**src/rtl/cpu_pkg.sv**
```systemverilog
// Shared CPU definitions: default bus widths and the MEM-stage stall sequencer state encoding.
package cpu_pkg;
  localparam int DATA_WIDTH = 16;
  localparam int ADDR_WIDTH = 16;

  typedef enum logic [1:0] {
    MSC_IDLE = 2'd0,
    MSC_BUSY = 2'd1,
    MSC_DONE = 2'd2
  } msc_state_t;
endpackage

```
**src/rtl/mem_stall_ctrl_timer.sv**
```systemverilog
// Saturating counter of BUSY cycles; expired flags the abort point for a silent memory.
module stall_timer #(
  parameter int TIMEOUT_CYCLES = 15
) (
  input  logic clk,
  input  logic rst,
  input  logic clear,
  input  logic enable,
  output logic expired
);
  localparam int CW = $clog2(TIMEOUT_CYCLES + 1);
  localparam logic [CW-1:0] LIMIT = CW'(TIMEOUT_CYCLES);

  logic [CW-1:0] count;

  // clear preloads 1 so the value equals the index of the current BUSY cycle
  always_ff @(posedge clk or posedge rst) begin
    if (rst) begin
      count <= '0;
    end else if (clear) begin
      count <= CW'(1);
    end else if (enable && (count != LIMIT)) begin
      count <= count + 1'b1;
    end
  end

  assign expired = (count == LIMIT);
endmodule

```
**src/rtl/mem_stall_ctrl.sv**
```systemverilog
// MEM-stage data-memory sequencer: issues one req/ack access per load/store and stalls the pipeline
// until it completes, releasing for exactly one DONE cycle with the load data.
module mem_stall_ctrl #(
  parameter int ADDR_WIDTH     = cpu_pkg::ADDR_WIDTH,
  parameter int DATA_WIDTH     = cpu_pkg::DATA_WIDTH,
  parameter int TIMEOUT_CYCLES = 15
) (
  input  logic                  clk,
  input  logic                  rst,
  input  logic                  MemReadM,
  input  logic                  MemWriteM,
  input  logic [ADDR_WIDTH-1:0] ALUOutM,
  input  logic [DATA_WIDTH-1:0] WriteDataM,
  output logic                  stop,
  output logic [DATA_WIDTH-1:0] ReadDataM,
  output logic                  mem_req,
  output logic                  mem_we,
  output logic [ADDR_WIDTH-1:0] mem_addr,
  output logic [DATA_WIDTH-1:0] mem_wdata,
  input  logic                  mem_ack,
  input  logic [DATA_WIDTH-1:0] mem_rdata,
  output logic                  mem_timeout
);
  import cpu_pkg::*;

  msc_state_t state, next_state;
  logic       req_in;
  logic       timer_clear;
  logic       timer_en;
  logic       expired;

  assign req_in      = MemReadM | MemWriteM;
  assign timer_clear = (state == MSC_IDLE) && req_in;
  assign timer_en    = (state == MSC_BUSY);

  stall_timer #(.TIMEOUT_CYCLES(TIMEOUT_CYCLES)) u_timer (
    .clk     (clk),
    .rst     (rst),
    .clear   (timer_clear),
    .enable  (timer_en),
    .expired (expired)
  );

  always_ff @(posedge clk or posedge rst) begin
    if (rst) state <= MSC_IDLE;
    else     state <= next_state;
  end

  always_comb begin
    next_state = state;
    stop       = 1'b0;
    case (state)
      MSC_IDLE: begin
        stop = req_in;
        if (req_in) next_state = MSC_BUSY;
      end
      MSC_BUSY: begin
        stop = 1'b1;
        if (mem_ack || expired) next_state = MSC_DONE;
      end
      MSC_DONE: next_state = MSC_IDLE;
      default:  next_state = MSC_IDLE;
    endcase
    // reset must silence the hazard unit even while the MEM inputs are still asserted
    if (rst) stop = 1'b0;
  end

  always_ff @(posedge clk or posedge rst) begin
    if (rst) begin
      mem_req     <= 1'b0;
      mem_we      <= 1'b0;
      mem_addr    <= '0;
      mem_wdata   <= '0;
      ReadDataM   <= '0;
      mem_timeout <= 1'b0;
    end else begin
      case (state)
        MSC_IDLE: begin
          if (req_in) begin
            mem_req   <= 1'b1;
            mem_we    <= MemWriteM;
            mem_addr  <= ALUOutM;
            mem_wdata <= WriteDataM;
          end
        end
        MSC_BUSY: begin
          // ack takes priority over a timeout landing in the same cycle
          if (mem_ack) begin
            mem_req   <= 1'b0;
            ReadDataM <= mem_we ? '0 : mem_rdata;
          end else if (expired) begin
            mem_req     <= 1'b0;
            ReadDataM   <= '0;
            mem_timeout <= 1'b1;
          end
        end
        default: ;
      endcase
    end
  end
endmodule

```
**config.mk**
```make
export PLATFORM = sky130hd
export DESIGN_NAME = mem_stall_ctrl
export DESIGN_NICKNAME = d
export VERILOG_FILES = /design/src/rtl/cpu_pkg.sv /design/src/rtl/mem_stall_ctrl_timer.sv /design/src/rtl/mem_stall_ctrl.sv
export SDC_FILE = /design/constraint.sdc
export NUM_CORES = 1
export LEC_CHECK = 0
export BUFFER_PORTS_ARGS = -buffer_cell sky130_fd_sc_hd__buf_2
export CAP_MARGIN = 15
export CORE_ASPECT_RATIO = 0.9
export CORE_MARGIN = 3
export CORE_UTILIZATION = 48
export CTS_BUF_LIST = sky130_fd_sc_hd__clkbuf_4
export CTS_CLUSTER_DIAMETER = 150
export DETAILED_ROUTE_END_ITERATION = 12
export PLACE_DENSITY_LB_ADDON = 0.1
export SYNTH_ARGS = -nofsm -noshare
export SYNTH_HDL_FRONTEND = slang
export SYNTH_SLANG_ARGS = --single-unit
```
**constraint.sdc**
```tcl
create_clock -name clk -period 4.2 [get_ports clk]
set_clock_uncertainty 0.2 [all_clocks]
set_input_delay 0.84 -clock clk [delete_from_list [all_inputs] [get_ports clk]]
set_output_delay 0.84 -clock clk [all_outputs]
set_load 0.02 [all_outputs]
```
==> Yosys cells after proc, flatten, opt, wreduce, memory -nomap -nowiden <==
Cells that the tools add are included.
{ "word_totals": {"ff_bits": 57, "inputBits": 53, "out_inout_bits": 52} }
{ "op_classes": {"n_addsub": 1, "n_eq_ne": 6, "muxes": 14, "bitwise": 2, "n_reduce_logical": 12} }
{ "op_table": {"columns": ["operator", "count"], "rows": [
  ["two-way mux 16 bit", 3],
  ["two-way mux 4 bit", 2],
  ["AND reduction 2 bit", 3],
  ["AND reduction 3 bit", 2],
  ["nonzero test 2 bit", 3],
  ["adder 4 x 1 -> 4 bit (second input constant)", 1],
  ["== test 4 bit (second input constant)", 1],
  ["two-way mux 1 bit", 4],
  ["two-way mux 2 bit", 2],
  ["inequality test 2 bit (second input constant)", 2],
  ["inequality test 4 bit (second input constant)", 1],
  ["case mux 1 bit (2 select lines)", 2],
  ["case mux 2 bit (2 select lines)", 1],
  ["inequality test 3 bit (second input constant)", 1],
  ["== test 2 x 1 -> 1 bit (second input constant)", 1],
  ["logical AND 1 bit", 2],
  ["zero test 2 bit", 1],
  ["logical OR 1 bit", 1],
  ["NOT 1 bit", 1],
  ["OR 1 bit", 1]
]} }

==> Longest topological paths before layout <==
{ "logic_depth": {"depth_word": 4, "ltp_mapped": 5} }

==> Hierarchy <==
From an unflattened synthesis, not the netlist that was laid out.
{ "unflattened": {"cells_unflattened": 179, "hier_area_um2": 2518.7} }
{ "modules_own_cells": {"columns": ["mod", "n_inst", "cells_per_inst", "area_per_inst_um2"], "rows": [
  ["mem_stall_ctrl", 1, 158, 2296.0],
  ["stall_timer", 1, 21, 222.7]
]} }

==> Worst setup path after synthesis <==
OpenSTA, ideal clock, no wires.
{ "synth_timing": {"path_kind": "in2out", "from": "input MemWriteM", "to": "output stop", "arrival_ns": 1.345, "required_ns": 3.160, "setup_slack_ns": 1.815, "path_stages": 2, "path_buffers": 0, "path_cell_list": "nor3_1 -> nor3_1"} }
{ "synth_between": {"elab_chain_len": 3} }
{ "synth_rtl": {"columns": ["item", "line", "source"], "rows": [
  ["start, declared", "mem_stall_ctrl.sv:11", "input logic MemWriteM,"],
  ["OR 1 bit", "mem_stall_ctrl.sv:32", "assign req_in = MemReadM | MemWriteM;"],
  ["case mux 1 bit (2 select lines)", "mem_stall_ctrl.sv:52", "case (state)"],
  ["two-way mux 1 bit", "mem_stall_ctrl.sv:65", "if (rst) stop = 1'b0;"],
  ["end, declared", "mem_stall_ctrl.sv:14", "output logic stop,"]
]} }
Every way passes these cells.

==> Final worst setup path <==
Same ends and word-level chain as after synthesis.

==> metrics.md <==
| Metric | Value |
|---|---|
| Hold_buf cts | 0 |
| Vias in the first global route | 1512 |
| Mapped Cells | 146 |
| Reg2reg start | u_timer.count[0] |
| Total Die Area | 5500 µm² |
| CP arrival | 1.46 ns |
| Post-layout nets | 311 |
| WL final | 4380 µm |
| Top cell type's share of synthesized area | 0.639 |
| Clock latency at the later pin of the worst-skew pair | 0.38 ns |
| Max Clk Rate | 400 MHz |
| Buffers on Ports | 104 |
| Sequential share of the synthesized area | 0.639 |
| Endpoints failing setup | 0 |
| Dominant synthesized flop cell | dfrtp_1 |
| Die Ht | 70.7 µm |
| Post-DR wirelength/cell | 13.7 µm |
| Crit-path max FO | 4 |
| Fraction of registers with async set/reset | 1.00 |
| Period utilisation layout | 0.596 |
| Unique masters post-synth | 26 |
| Tightest Pin Transition | 1.06 ns |
| Max Cap Viol | 0 |
| Post-synth EDFFs | 0 |
| CP max stage cell | nor3_1 |
| Initial antenna violation count | 0 |
| Synth top area cells | dfrtp_1 (64%), mux2_2 (16%), a22o_1 (6.7%) |
| Vias/cell | 4.92 |
| Crit path required time | 3.16 ns |
| DRT antenna net count | 0 |
| Syn nets | 200 |
| Synth Warn # | 0 |
| RSZ-0062 raised after global routing | false |
| Final Hold Fails | 0 |
| Largest stage delay on the critical path | 0.25 ns |
| Leak pwr | 0.00149 µW |
| Setup TNS | 0 ns |
| Setup ws final | 1.70 ns |
| PostCTS Resize Cnt | 0 |
| Crit path launch | MemWriteM |
| I/O pin cnt | 105 |
| Type of origin of the critical path | primary input |
| Initial core utilization | 0.523 |
| Status | finished clean |
| Fin crit period | 2.50 ns |
| Std cell rows | 22 |
| Num CTS Buffers | 9 |
| TritonCTS Sinks | 57 |
| Area delta synth->final | 29.3% |
| WP buf/inv | 2 |
| Postcts setup bufs | 0 |
| RePlAce Congestion | 0.746 |
| Crit path kind | primary input to output port |
| # diodes | 0 |
| Core footprint | 4270 µm² |
| PwrDens | 797 nW/µm² |
| DRC errors left | 0 |
| Share of cells above drive strength 1 | 0.608 |
| DR iter-0 viols | 81 |
| Clock buffer depth | 2 |
| Hold_sp | mem_timeout |
| CTS HTree Levels | 3 |
| Mapped Area | 2230 µm² |
| Slew headroom | 0.292 |
| Min-delay worst type | flip-flop to flip-flop |
| Routed vias | 1573 |
| Count of state elements after synthesis | 57 |
| Kind of cell adding the most delay to the critical path | simple AND/OR/NAND/NOR gates |
| Synthesized area per cell | 15.3 µm² |
| Grt ovf | 0 |
| Overall Global Routing Usage | 0.168 |
| CTS root buf | clkbuf_4 |
| Peak supply drop | 0.381 mV |
| Critical path cell sequence | buf_2 > nor3_1 > nor3_1 > buf_2 |
| Max Transition Viols Final | 0 |
| DRT Pass-1 Iters | 4 |
| Critical path endpoint category | output port |
| Dpl ws | 1.62 ns |
| Largest net degree at the start of global routing | 37 |
| Die width | 77.9 µm |
| Detailed Place HPWL | 3150 µm |
| CTS tree | done |
| Clock transition at path regs | 0.09 ns |
| First-pass GRT wire length | 7040 µm |
| Synth area leader | dfrtp_1 |
## routing by layer
| layer | vias to the layer above | global-route usage | wire (µm) |
|---|---|---|---|
| li1 | 763 | - | - |
| met5 | - | 0 | 0 |
| met1 | 746 | 0.214 | 1960 |
| met3 | 5 | 0.0865 | 383 |
| met2 | 59 | 0.246 | 2000 |
| met4 | 0 | 0.0652 | 29 |
## final cells by class
cell class / instances / area (µm²)
clock buffers: 13 / 97.6
clock inverters: 1 / 5.00
fillers: 321 / 1380
inverters: 4 / 15.0
multi-input cells: 80 / 737
flip-flops and latches: 57 / 1430
well taps: 60 / 75.1
repair buffers: 105 / 528
## worst register-to-register path, stage by stage, from the launching register on
cell	delay, ns
dfrtp_1	0.42
ha_1	0.27
and3_1	0.21
o21ai_2	0.58
and3_1	0.27
## worst paths after layout
path	end	slack (ns)	depth (start not counted)
min in group asynchronous	state[0]	0.37	2
hold / removal	mem_timeout	0.30	2
setup reg to reg	mem_req	2.21	4
max in group asynchronous	ReadDataM[15]	2.66	3
setup / recovery	stop	1.70	4
hold reg to reg	mem_timeout	0.30	2
## Yosys cell counts (all sizes together), types with 2 or more instances
master  count
inv         4
and3        4
nor3        2
nand3       5
dfrtp      57
buf         5
o31ai       2
mux2       32
o21ai       5
a22o       17
## metrics by stage
stage / std cells / utilization / instance area [µm²] / total power (µW) / hold slack (ns)
global route: 320 / 0.676 / 2880 / 2450 / 0.315
finish: 320 / 0.676 / 2880 / 2300 / 0.298
global placement: 306 / 0.652 / 2780 / 1990 / 0.262
detailed placement: 306 / 0.652 / 2780 / 2010 / 0.267
CTS: 320 / 0.676 / 2880 / 2330 / 0.295
floorplan: 146 / - / 2230 / 1690 / 0.331
## layout by cell type, fill, tap and decap left out, types with 2 or more instances in the layout
cell,Yosys,routed
inv_1,4,3
dfrtp_1,57,57
a22o_1,17,17
nand3_1,5,5
and3_1,4,4
o21ai_0,3,3
mux2_2,32,32
o31ai_1,2,2
clkbuf_4,0,13
nor3_1,2,2
buf_2,0,104
## state kept, by name, indices dropped and copies added, names as in the netlist
| signal | flops |
|---|---|
| mem_we | 1 |
| mem_wdata | 16 |
| mem_addr | 16 |
| u_timer.count | 4 |
| ReadDataM | 16 |
| state | 2 |
| mem_timeout | 1 |
| mem_req | 1 |
## cell families (layout without fill, tap and decap cells)
family	count (synthesis)	after routing	synth area share
flip-flops	57	57	0.639
multiplexers	32	32	0.162
AO/OA/AOI/OAI	28	28	0.105
AND/OR/NAND/NOR	19	19	0.0583
buffers and inverters	9	123	0.0303
adder cells (fa/ha/maj)	1	1	0.00561
## report_power, final
| part | leakage, µW | switching [µW] | internal, µW |
|---|---|---|---|
| logic | 0.000740 | 587 | 453 |
| registers | 0.000691 | 143 | 801 |
| clock network | 0.0000637 | 172 | 142 |
Note: power is estimated with default switching activity, not from simulation.
